File: config.mk
export PLATFORM = sky130hd
export DESIGN_NAME = row_skew_feeder
export DESIGN_NICKNAME = d
export VERILOG_FILES = /design/src/rtl/row_skew_feeder_pkg.sv /design/src/rtl/row_skew_feeder_skew_delay_line.sv /design/src/rtl/row_skew_feeder.sv
export SDC_FILE = /design/constraint.sdc
export NUM_CORES = 1
export LEC_CHECK = 0
export ABC_AREA = 1
export CAP_MARGIN = 20
export CORE_ASPECT_RATIO = 1.2
export CORE_MARGIN = 10
export CORE_UTILIZATION = 37
export DETAILED_ROUTE_END_ITERATION = 7
export PLACE_DENSITY_LB_ADDON = 0.25
export SYNTH_ARGS = -nofsm -noshare
export SYNTH_HDL_FRONTEND = slang
export SYNTH_SLANG_ARGS = --single-unit
export TNS_END_PERCENT = 10
File: constraint.sdc
create_clock -name clk -period 7.65 [get_ports clk]
set_clock_uncertainty 0.05 [all_clocks]
set_input_delay 1.53 -clock clk [delete_from_list [all_inputs] [get_ports clk]]
set_output_delay 1.53 -clock clk [all_outputs]
set_load 0.05 [all_outputs]
File: src/rtl/row_skew_feeder_pkg.sv
`default_nettype none
// ============================================================================
// Module   : row_skew_feeder_pkg
// Brief    : FSM encodings and sizing helper shared by the row skew feeder.
// Revision : 1.0 - initial release
// ============================================================================
package row_skew_feeder_pkg;

    typedef logic [1:0] state_t;

    localparam logic [1:0] IDLE  = 2'd0;
    localparam logic [1:0] FEED  = 2'd1;
    localparam logic [1:0] DRAIN = 2'd2;
    localparam logic [1:0] DONE  = 2'd3;

    // $clog2 that never returns zero, so a counter always has at least one bit
    function automatic int clog2_min1(input int value);
        int bits;
        bits = $clog2(value);
        return (bits < 1) ? 1 : bits;
    endfunction

endpackage
`default_nettype wire

File: src/rtl/row_skew_feeder_skew_delay_line.sv
`default_nettype none
// ============================================================================
// Module   : skew_delay_line
// Brief    : DEPTH-stage valid/data shift register that advances only on en.
// Revision : 1.0 - initial release
// ============================================================================
module skew_delay_line #(
    parameter int DATA_WIDTH = 8,
    parameter int DEPTH      = 1
) (
    input  logic                  clk,
    input  logic                  reset,
    input  logic                  en,
    input  logic                  in_valid,
    input  logic [DATA_WIDTH-1:0] in_data,
    output logic                  out_valid,
    output logic [DATA_WIDTH-1:0] out_data
);

    logic [DEPTH-1:0]      valid_sr;
    logic [DATA_WIDTH-1:0] data_sr [DEPTH];

    always_ff @(posedge clk) begin
        if (reset) begin
            valid_sr <= '0;
            for (int k = 0; k < DEPTH; k++) begin
                data_sr[k] <= '0;
            end
        end else if (en) begin
            valid_sr[0] <= in_valid;
            data_sr[0]  <= in_data;
            for (int k = 1; k < DEPTH; k++) begin
                valid_sr[k] <= valid_sr[k-1];
                data_sr[k]  <= data_sr[k-1];
            end
        end
    end

    assign out_valid = valid_sr[DEPTH-1];
    assign out_data  = data_sr[DEPTH-1];

endmodule
`default_nettype wire

File: src/rtl/row_skew_feeder.sv
`default_nettype none
// ============================================================================
// Module   : row_skew_feeder
// Brief    : Pops one tile of row vectors and feeds them to the array west
//            edge as a diagonal wavefront (lane i delayed by i cycles).
// Revision : 1.0 - initial release
// ============================================================================
module row_skew_feeder
    import row_skew_feeder_pkg::*;
#(
    parameter int DATA_WIDTH = 8,
    parameter int NUM_LANES  = 4,
    parameter int TILE_LEN   = 4
) (
    input  logic                            clk,
    input  logic                            reset,
    input  logic                            i_start,
    input  logic                            i_stall,
    input  logic                            s_valid,
    output logic                            s_ready,
    input  logic [NUM_LANES*DATA_WIDTH-1:0] s_data,
    output logic [NUM_LANES-1:0]            o_valid,
    output logic [NUM_LANES*DATA_WIDTH-1:0] o_data,
    output logic                            o_busy,
    output logic                            o_done
);

    localparam int ACC_W = $clog2(TILE_LEN + 1);
    localparam int DRN_W = clog2_min1(NUM_LANES);

    localparam logic [ACC_W-1:0] ACC_LAST = ACC_W'(TILE_LEN - 1);
    localparam logic [DRN_W-1:0] DRN_LAST = DRN_W'((NUM_LANES >= 2) ? NUM_LANES - 2 : 0);

    state_t           state;
    logic [ACC_W-1:0] accept_cnt;
    logic [DRN_W-1:0] drain_cnt;
    logic             advance;
    logic             accept;

    assign advance = ~i_stall;
    assign s_ready = (state == FEED) & ~i_stall;
    assign accept  = s_valid & s_ready;
    assign o_busy  = (state != IDLE);
    assign o_done  = (state == DONE);

    always_ff @(posedge clk) begin
        if (reset) begin
            state      <= IDLE;
            accept_cnt <= '0;
            drain_cnt  <= '0;
        end else begin
            case (state)
                IDLE: begin
                    if (i_start) begin
                        state      <= FEED;
                        accept_cnt <= '0;
                        drain_cnt  <= '0;
                    end
                end
                FEED: begin
                    if (accept) begin
                        accept_cnt <= accept_cnt + 1'b1;
                        // A single lane has no skew to flush, so skip DRAIN
                        if (accept_cnt == ACC_LAST) begin
                            state <= (NUM_LANES == 1) ? DONE : DRAIN;
                        end
                    end
                end
                DRAIN: begin
                    if (advance) begin
                        if (drain_cnt == DRN_LAST) begin
                            state <= DONE;
                        end else begin
                            drain_cnt <= drain_cnt + 1'b1;
                        end
                    end
                end
                DONE: begin
                    state <= IDLE;
                end
                default: begin
                    state <= IDLE;
                end
            endcase
        end
    end

    // Bubbles carry zero data, so invalid lanes always present zero
    for (genvar i = 0; i < NUM_LANES; i++) begin : g_lane
        logic [DATA_WIDTH-1:0] lane_in;

        assign lane_in = accept ? s_data[i*DATA_WIDTH +: DATA_WIDTH] : '0;

        skew_delay_line #(
            .DATA_WIDTH (DATA_WIDTH),
            .DEPTH      (i + 1)
        ) u_line (
            .clk       (clk),
            .reset     (reset),
            .en        (advance),
            .in_valid  (accept),
            .in_data   (lane_in),
            .out_valid (o_valid[i]),
            .out_data  (o_data[i*DATA_WIDTH +: DATA_WIDTH])
        );
    end

endmodule
`default_nettype wire

==> flow_metrics.env <==
export IMPL_post_cts_setup_buffers=0
export IMPL_placed_cell_area_um2=4590
export IMPL_timing_fmax_mhz=213
export IMPL_max_slew_margin_pct=38.7
export IMPL_fillers=954
export IMPL_report_final_slew_viol_count=0
export IMPL_layout_commonest_cell="inv_1"
export IMPL_yosysWarnings=0
export IMPL_ant_nets=0
export IMPL_clock_latency_ns=0.33
export IMPL_wl_met3_um=598
export IMPL_fp_dieW_um=114
export IMPL_drtPass1Iterations=4
export IMPL_synth_fp_nets=405
export IMPL_netlist_area_um2=3890
export IMPL_cts_resized=0
export IMPL_cts_max_level=3
export IMPL_cts_tree="yes"
export IMPL_ys_ff_latch=91
export IMPL_rows=40
export IMPL_hpwl_um=4390
export IMPL_grt_pass1_wl_um=10700
export IMPL_drt_iter0_markers=46
export IMPL_netlist_instances=360
export IMPL_ioPinCount=76
export IMPL_core_area_um2=10200
export IMPL_grt_usage_pct=8.97
export IMPL_placement_setup_worst_slack_ns=2.95
export IMPL_grt_pass1_vias=2277
export IMPL_p_leak_nw=2.08
export IMPL_cts_buffer_depth=2
export IMPL_wl_um=6500
export IMPL_status="finished clean"
export IMPL_worstSetupPathType="in -> out"
export IMPL_yosysUniqueCellTypes=20
export IMPL_routed_via_count=2290
export IMPL_fin_crit_sh_pct=61.3
export IMPL_avgSynthCellArea_um2=10.8
export IMPL_viasPerCell=4.18
export IMPL_hold_viol=0
export IMPL_rsz0062_at_grt="false"
export IMPL_start_kind="input pin"
export IMPL_met2WireLength_um=3370
export IMPL_clk_pin_slew_ns=0.06
export IMPL_portBuffers=75
export IMPL_finalCriticalPeriod_ns=4.69
export IMPL_drive_above_1_share_pct=6.87
export IMPL_nets=463
export IMPL_hold_class="reg -> reg"
export IMPL_start_util_pct=38.3
export IMPL_yosysSeqAreaShare_pct=67.5
export IMPL_path_max_fanout=5
export IMPL_antenna_found_initial=0
export IMPL_required_ns=6.07
export IMPL_wl_met1_um=2390
export IMPL_final_cell_mix="97 x inv_1, 84 x nor2_1, 80 x edfxtp_1"
export IMPL_grt_start_max_net_pins=84
export IMPL_die_h_um=132
export IMPL_clock_sinks=91
export IMPL_grt_overflow_total=0
export IMPL_max_cap_violations=0
export IMPL_drc=0
export IMPL_numCtsBuffers=9
export IMPL_ir_worst_vdd_v=0.000206
export IMPL_endpoint_kind="output pin"
export IMPL_cts_root_buf="clkbuf_16"
export IMPL_num_antenna_cells=0
export IMPL_powerDensity_nw_per_um2=278
export IMPL_syn2layout_area_growth_pct=26.7
export IMPL_worst_slack_ns=2.96
export IMPL_place_gp_congestion=0.657
export IMPL_setup_tns_ns=0
export IMPL_top_layer="met4"
export IMPL_setup_violations=0
export IMPL_crit_arrival_ns=3.11
export IMPL_wl_per_cell_um=11.9
export IMPL_finalInstanceArea_um2=4920
export IMPL_dieArea_um2=15000
export IMPL_worst_pin_slew_ns=0.916
export IMPL_hold_buffers=0
synth_stat cells:
cell type / instances / area (um2)
ha_1: 8 / 100
buf_4: 21 / 158
a21oi_1: 5 / 25.0
o22ai_1: 2 / 12.5
nand3_4: 1 / 17.5
edfxtp_1: 80 / 2400
nor2_2: 8 / 50.1
nor2_1: 84 / 315
inv_1: 97 / 364
nor2_4: 1 / 11.3
inv_2: 1 / 3.75
buf_6: 3 / 33.8
nand2_1: 17 / 63.8
nand4_1: 1 / 6.26
buf_2: 5 / 25.0
dfxtp_1: 11 / 220
o21ai_0: 3 / 15.0
or2_2: 2 / 12.5
o21ai_1: 1 / 5.00
nand3_1: 9 / 45.0
power by group:
group          total, mW  switching, mW  internal [mW]
registers          0.606         0.0193          0.587
logic              0.306          0.196          0.110
clock network      0.459          0.175          0.284
layout make-up:
type                    instances  area [um2]  share of cell area, %
clock buffers                  10         229                   4.65
clock inverters                 5        77.6                   1.58
inverters                      98         368                   7.47
multi-input cells             142         689                   14.0
flip-flops and latches         91        2620                   53.3
well taps                     126         158                   3.20
repair buffers                 76         778                   15.8
worst paths after layout:
path	from	endpoint	slack, ns	depth (start not counted)
worst max-delay path	i_stall	s_ready	2.96	3
worst min register to register	drain_cnt[0]$_SDFFE_PP0P_	drain_cnt[0]$_SDFFE_PP0P_	0.43	2
worst max register to register	state[1]$_SDFFE_PP0P_	g_lane[1].u_line.data_sr[0][0]$_SDFFCE_PN0P_	5.94	6
worst min-delay path	drain_cnt[0]$_SDFFE_PP0P_	drain_cnt[0]$_SDFFE_PP0P_	0.43	2
per-layer routing:
layer  track usage (%)  vias to the layer above
met1              9.12                     1041
met4              5.08                        0
met5                 0                        -
li1                  -                     1187
met3              4.42                       13
met2              14.5                       49
through the flow:
step | std cells | hold WS (ns) | power [mW] | utilization, %
6_report | 548 | 0.427 | 1.37 | 48.4
5_1_grt | 548 | 0.473 | 1.45 | 48.4
4_1_cts | 547 | 0.436 | 1.39 | 48.2
3_5_place_dp | 532 | 0.424 | 0.926 | 45.2
3_3_place_gp | 532 | 0.402 | 0.912 | 45.2
2_1_floorplan | 360 | 0.390 | 0.844 | -
sequential cells by signal, indices dropped and copies added (netlist names):
| name | flops |
|---|---|
| state | 2 |
| drain_cnt | 2 |
| accept_cnt | 3 |
| g_lane.u_line.valid_sr | 4 |
| g_lane.u_line.data_sr | 80 |
cell families (layout without fill, tap and decap cells):
kind of cell / after synthesis / in the layout / share of synthesized area (%)
buffers and inverters: 127 / 189 / 15.0
adders and majority gates: 8 / 8 / 2.58
DFF: 91 / 91 / 67.5
AOI/OAI and AO/OA: 11 / 11 / 1.48
and+or+nand+nor: 123 / 123 / 13.4
worst max-delay path: stages:
cell	delay, ns
clkdlybuf4s50_1	0.56
nor2_4	0.20
clkdlybuf4s50_1	0.82
(Power assumes the default switching activity.)
